`src/rtl/fetch_pkg.sv`:
```
// Shared definitions for the picoMIPS fetch stage: FSM states and opcodes.
package fetch_pkg;

  typedef enum logic [1:0] {
    IDLE  = 2'd0,
    FETCH = 2'd1,
    ISSUE = 2'd2,
    HALT  = 2'd3
  } fetch_state_t;

  localparam int OPCODE_W = 6;

  localparam logic [OPCODE_W-1:0] OP_NOP  = 6'h00;
  localparam logic [OPCODE_W-1:0] OP_ADD  = 6'h01;
  localparam logic [OPCODE_W-1:0] OP_ADDI = 6'h02;
  localparam logic [OPCODE_W-1:0] OP_HALT = 6'h3F;

endpackage

```
`src/rtl/fetch_unit_pc_next.sv`:
```
// Next program counter: hold, increment, or add a sign-extended relative offset.
// All arithmetic wraps modulo 2^PSIZE.
module pc_next #(
  parameter int PSIZE = 8,
  parameter int OFFW  = 8
) (
  input  logic [PSIZE-1:0] pc,
  input  logic [OFFW-1:0]  offset,
  input  logic             pc_incr,
  input  logic             pc_relbranch,
  output logic [PSIZE-1:0] next_pc
);

  // Wide enough to hold both the PC and the raw offset before truncation.
  localparam int W = (PSIZE > OFFW) ? PSIZE : OFFW;

  logic [W-1:0] offset_ext;

  // Sign-extend the offset, then keep only the PC-width bits.
  assign offset_ext = W'($signed(offset));

  // Select among the three PC update rules.
  always_comb begin
    // NOTE: default assignment first so every path drives next_pc and no latch is inferred.
    next_pc = pc;
    if (pc_incr) begin
      if (pc_relbranch) next_pc = pc + offset_ext[PSIZE-1:0];
      else              next_pc = pc + PSIZE'(1);
    end
  end

endmodule

```
`src/rtl/fetch_unit.sv`:
```
// picoMIPS instruction fetch stage: owns the PC, fetches over a req/valid
// handshake, holds the word in the instruction register until retire.
module fetch_unit
  import fetch_pkg::*;
#(
  parameter int PSIZE    = 8,
  parameter int ISIZE    = 20,
  parameter int OFFW     = 8,
  parameter int RESET_PC = 0
) (
  input  logic             clk,
  input  logic             reset,
  output logic [PSIZE-1:0] mem_addr,
  output logic             mem_req,
  input  logic             mem_valid,
  input  logic [ISIZE-1:0] mem_rdata,
  output logic [ISIZE-1:0] instr,
  output logic [5:0]       opcode,
  output logic             instr_valid,
  input  logic             ex_ready,
  input  logic             pc_incr,
  input  logic             pc_relbranch,
  output logic [PSIZE-1:0] pc,
  output logic             halted
);

  fetch_state_t     state;
  logic [PSIZE-1:0] next_pc;

  assign mem_addr = pc;
  assign opcode   = instr[ISIZE-1 -: 6];

  pc_next #(
    .PSIZE (PSIZE),
    .OFFW  (OFFW)
  ) u_pc_next (
    .pc           (pc),
    .offset       (instr[OFFW-1:0]),
    .pc_incr      (pc_incr),
    .pc_relbranch (pc_relbranch),
    .next_pc      (next_pc)
  );

  // Fetch FSM with registered handshake outputs, instruction register and PC.
  always_ff @(posedge clk) begin
    // NOTE: non-blocking assignments so every register updates from pre-edge values.
    if (reset) begin
      state       <= IDLE;
      pc          <= PSIZE'(RESET_PC);
      mem_req     <= 1'b0;
      instr_valid <= 1'b0;
      instr       <= '0;
      halted      <= 1'b0;
    end else begin
      case (state)
        IDLE: begin
          state   <= FETCH;
          mem_req <= 1'b1;
        end
        FETCH: begin
          if (mem_valid) begin
            instr       <= mem_rdata;
            instr_valid <= 1'b1;
            mem_req     <= 1'b0;
            state       <= ISSUE;
          end
        end
        ISSUE: begin
          if (ex_ready) begin
            pc          <= next_pc;
            instr_valid <= 1'b0;
            if (opcode == OP_HALT) begin
              state  <= HALT;
              halted <= 1'b1;
            end else begin
              state   <= FETCH;
              mem_req <= 1'b1;
            end
          end
        end
        HALT: begin
          state <= HALT;
        end
        default: begin
          state <= IDLE;
        end
      endcase
    end
  end

  // Handshake and decoder-interface sanity checks.
  a_addr_stable: assert property (@(posedge clk)
    (mem_req && !mem_valid && !reset) |=> $stable(mem_addr));

  a_instr_stable: assert property (@(posedge clk)
    (instr_valid && !ex_ready && !reset) |=> $stable(instr));

  a_opcode_known: assert property (@(posedge clk)
    instr_valid |-> !$isunknown(opcode));

endmodule

```
`config.mk`:
```
export PLATFORM = sky130hd
export DESIGN_NAME = fetch_unit
export DESIGN_NICKNAME = d
export VERILOG_FILES = /design/src/rtl/fetch_pkg.sv /design/src/rtl/fetch_unit_pc_next.sv /design/src/rtl/fetch_unit.sv
export SDC_FILE = /design/constraint.sdc
export NUM_CORES = 1
export LEC_CHECK = 0
export BUFFER_PORTS_ARGS = -buffer_cell sky130_fd_sc_hd__clkbuf_2
export CAP_MARGIN = 20
export CORE_MARGIN = 2
export CORE_UTILIZATION = 50
export DETAILED_ROUTE_END_ITERATION = 16
export PLACE_DENSITY = 0.81
export SLEW_MARGIN = 25
export SYNTH_ARGS = -nofsm -noshare
export SYNTH_HDL_FRONTEND = slang
export SYNTH_HIERARCHICAL = 1
export SYNTH_SLANG_ARGS = --single-unit
export TNS_END_PERCENT = 20
```
`constraint.sdc`:
```
create_clock -name clk -period 4.2 [get_ports clk]
set_input_delay 0.42 -clock clk [delete_from_list [all_inputs] [get_ports clk]]
set_output_delay 0.42 -clock clk [all_outputs]
set_load 0.1 [all_outputs]
```
==> results by group <==
STA
  – Final Cycle Share: about half
  – Actual slew at the worst max-slew pin: approximately 0.75 ns
  – Minimum clock period after layout: 2.10 ns
  – Setup Skew: roughly 0.0064 ns
  – Final hold violations: 0
  – Max Slew Vio Count: 0
  – Final setup fails: 0
  – Final setup TNS: 0 ns
  – Fmax: 477 MHz
  – RSZ-0062 raised after global routing: no
  – Worst slew margin: about half

Finish
  – Fillers: approximately 360
  – Layout cells sized above 1: 30.4%
  – NumNets Final: between 300 and 400
  – Diodes inserted: 0
  – Area taken by multi-input logic gates: roughly 980 um2
  – Sequential standard cell area: approximately 660 um2
  – Non-filler cells, final: roughly 330
  – Layout area overhead: 16.7%

Setup path
  – Slowest cell delay on critical path: approximately 0.4 ns
  – Worst Path Required: 4.34 ns
  – Worst setup EP type: register
  – CP cell instances: nand2b_1 -> ha_1 -> inv_1 -> fa_1 -> nor2b_1 -> o31a_2 -> a211oi_1 -> a21o_1 -> mux2i_1 -> nor2_1
  – Crit Path Class: register to register
  – Crit-path max FO: 3
  – CP arrival: around 2.2 ns
  – CP max stage cell: fa_1
  – Setup crit start kind: register

Logic synthesis
  – Yosys top cell by area: dfxtp_1
  – Share of the synthesized area in the top cell type: between 30% and 40%
  – Post-synth top cells: 48 x nand2_1, 33 x dfxtp_1, 23 x a21oi_1, 16 x buf_4, 13 x nor2_1
  – Sequential share of the synthesized area: 35.5%
  – Synth Register Bits: 33
  – Synth Flop Type: dfxtp_1
  – Top cells by area, synth: dfxtp_1 35%, nand2_1 9.7%, buf_4 6.4%, a21oi_1 6.2%, mux2i_1 5.4%
  – Syn nets: about 260
  – Cell variety after synth: 47
  – Cells after Synth: between 200 and 250
  – Cell Area, Synth: 0.00186 mm2
  – Async set-or-reset flop fraction in the synthesized netlist: 0%
  – EDFF count, synth: 0
  – Synth warnings: 6
  – Most frequent cell after synthesis: nand2_1
  – Mean area per synthesized cell: 8.10 um2

GRT
  – Initial antenna violation count: 0
  – First-pass GRT wire length: slightly below 7000 um
  – Gr usage total: 20.7%
  – Grt ovf: 0
  – Vias in the first global route: 1598
  – Pin count of the biggest net entering global routing: 34

Route
  – DRT iter0 DRCs: 58
  – Detailed-route via count: roughly 1.7k
  – Iteration count of the initial detailed-routing pass: 5
  – Drt wl/cell: 12.5 um
  – Post-DRT Antenna Nets: 0
  – DRC viols: 0
  – Vias per inst: around 5.3
  – Drt total wl: 4110 um

Place
  – Port bufs: 70
  – Post-DP HPWL: between 3000 and 4000 um
  – Placed Cells: between 300 and 400
  – Gpl congestion: between 0.8 and 0.9

Clocking
  – CTS tree: yes
  – Setup Fix Bufs, Post-CTS: 0
  – Clk Latency, worst-skew pair: ~0.28 ns
  – Root Buffer: clkbuf_8
  – CTS sink cnt: 33
  – Hold Buf Count CTS: 0
  – CTS Buffer Depth: 2
  – Total CTS buffers: 5
  – Reg clk slew, reported paths: roughly 0.070 ns
  – H-tree depth: 2
  – Post-cts resize count: 0

Worst hold path
  – Worst min path class: input pin to register

Floorplanning
  – Chip Width: 65.0 um
  – IO Pins: 71
  – Initial Utilization: around half
  – Core box area: between 0.003 and 0.004 mm2
  – Die ar.: 0.00423 mm2
  – Site row count: 22
  – Die height: around 65 um

Status
  – Status: finished clean

Power and ir drop
  – Max VDD drop: between 0.2 and 0.3 mV
  – Pwr/cell area: 345 mW/mm2
  – Leakage: about 1.1 nW

Run
  – # Max-Cap Violations: 0
[metal layers]
layer / share of wire [%] / vias to the layer above / global-route usage (%)
li1: - / 873 / -
met1: 42 / 787 / 22.3
met2: 50 / 67 / 38.1
met3: 6.8 / 6 / 6.60
met4: 0.88 / 0 / 6.77
met5: 0 / - / 0
[where the power goes]
group          leakage, nW  internal [W]  switching (W)
Clock               0.0443      0.000130       0.000108
Combinational        0.767     0.0000338       0.000142
Sequential           0.269      0.000326      0.0000101
Total                 1.08      0.000489       0.000260
[worst paths after layout]
kind / start / to / slack [ns] / cells past startpoint
worst max-delay path: instr[0]$_SDFFE_PP0P_ / mem_addr[4]$_SDFFE_PP0P_ / 2.10 / 10
worst min-delay path: mem_rdata[7] / instr[7]$_SDFFE_PP0P_ / 0.36 / 3
worst max register to register: instr[0]$_SDFFE_PP0P_ / mem_addr[4]$_SDFFE_PP0P_ / 2.10 / 10
worst min register to register: instr[10]$_SDFFE_PP0P_ / instr[10]$_SDFFE_PP0P_ / 0.46 / 2
[critical path, delay by kind of cell (launching register included)]
family,cells,cell delay [ns]
adder cells (fa/ha/maj),2,0.60
AO/OA/AOI/OAI,3,0.42
AND/OR/NAND/NOR,3,0.39
flip-flops,1,0.35
multiplexers,1,0.13
buffers and inverters,1,0.07
[sequential cells by signal (all words and copies together) (netlist names)]
name         cells
halted           1
instr           20
instr_valid      1
mem_addr         8
mem_req          1
state            2
[cells by family (layout without fill, tap and decap cells)]
logic type               after synthesis  count (layout)  share of synthesized area [%]
AO/OA/AOI/OAI                         52              52                           18.6
XOR/XNOR                               1               1                          0.470
adder cells (fa/ha/maj)                8               8                           5.78
buffers and inverters                 37              87                           12.0
flip-flops                            33              33                           35.5
multiplexers                          12              12                           6.58
AND/OR/NAND/NOR                       87              87                           21.2
[cell usage in the layout (no fill, tap or decap), types with 2 or more instances in the layout]
master and count:
clkbuf_2 70, nor2_1 13, o2111ai_1 2, and3_1 2, o211ai_1 3, nand3b_1 2
nand2_1 48, mux2_2 2, nor3_1 4, clkbuf_8 6, mux2i_1 10, o21a_1 3
o21ai_0 3, inv_1 9, a21oi_1 23, ha_1 7, dfxtp_1 33, a21o_1 3
a211oi_1 2, or3_1 2, nand3_1 4, and2_1 5
[final cells by class]
class | instances | share of cell area [%]
repair buffers | 70 | 16.1
clock buffers | 7 | 3.97
multi-input cells | 160 | 45.1
well taps | 48 | 2.76
inverters | 10 | 1.73
flip-flops and latches | 33 | 30.4
[through the flow]
step / total power, W / instance area, um2 / hold WS (ns) / setup slack (ns) / utilization [%]
final: 0.000749 / 2170 / 0.359 / 2.10 / 59.8
after global routing: 0.000785 / 2170 / 0.347 / 1.96 / 59.8
after CTS: 0.000758 / 2170 / 0.346 / 2.14 / 59.8
after detailed placement: 0.000519 / 2090 / 0.452 / 1.89 / 57.5
after global placement: 0.000517 / 2090 / 0.439 / 1.94 / 57.5
after floorplan: 0.000492 / 1860 / 0.487 / 1.52 / -
Note: power is estimated with default switching activity, not from simulation.
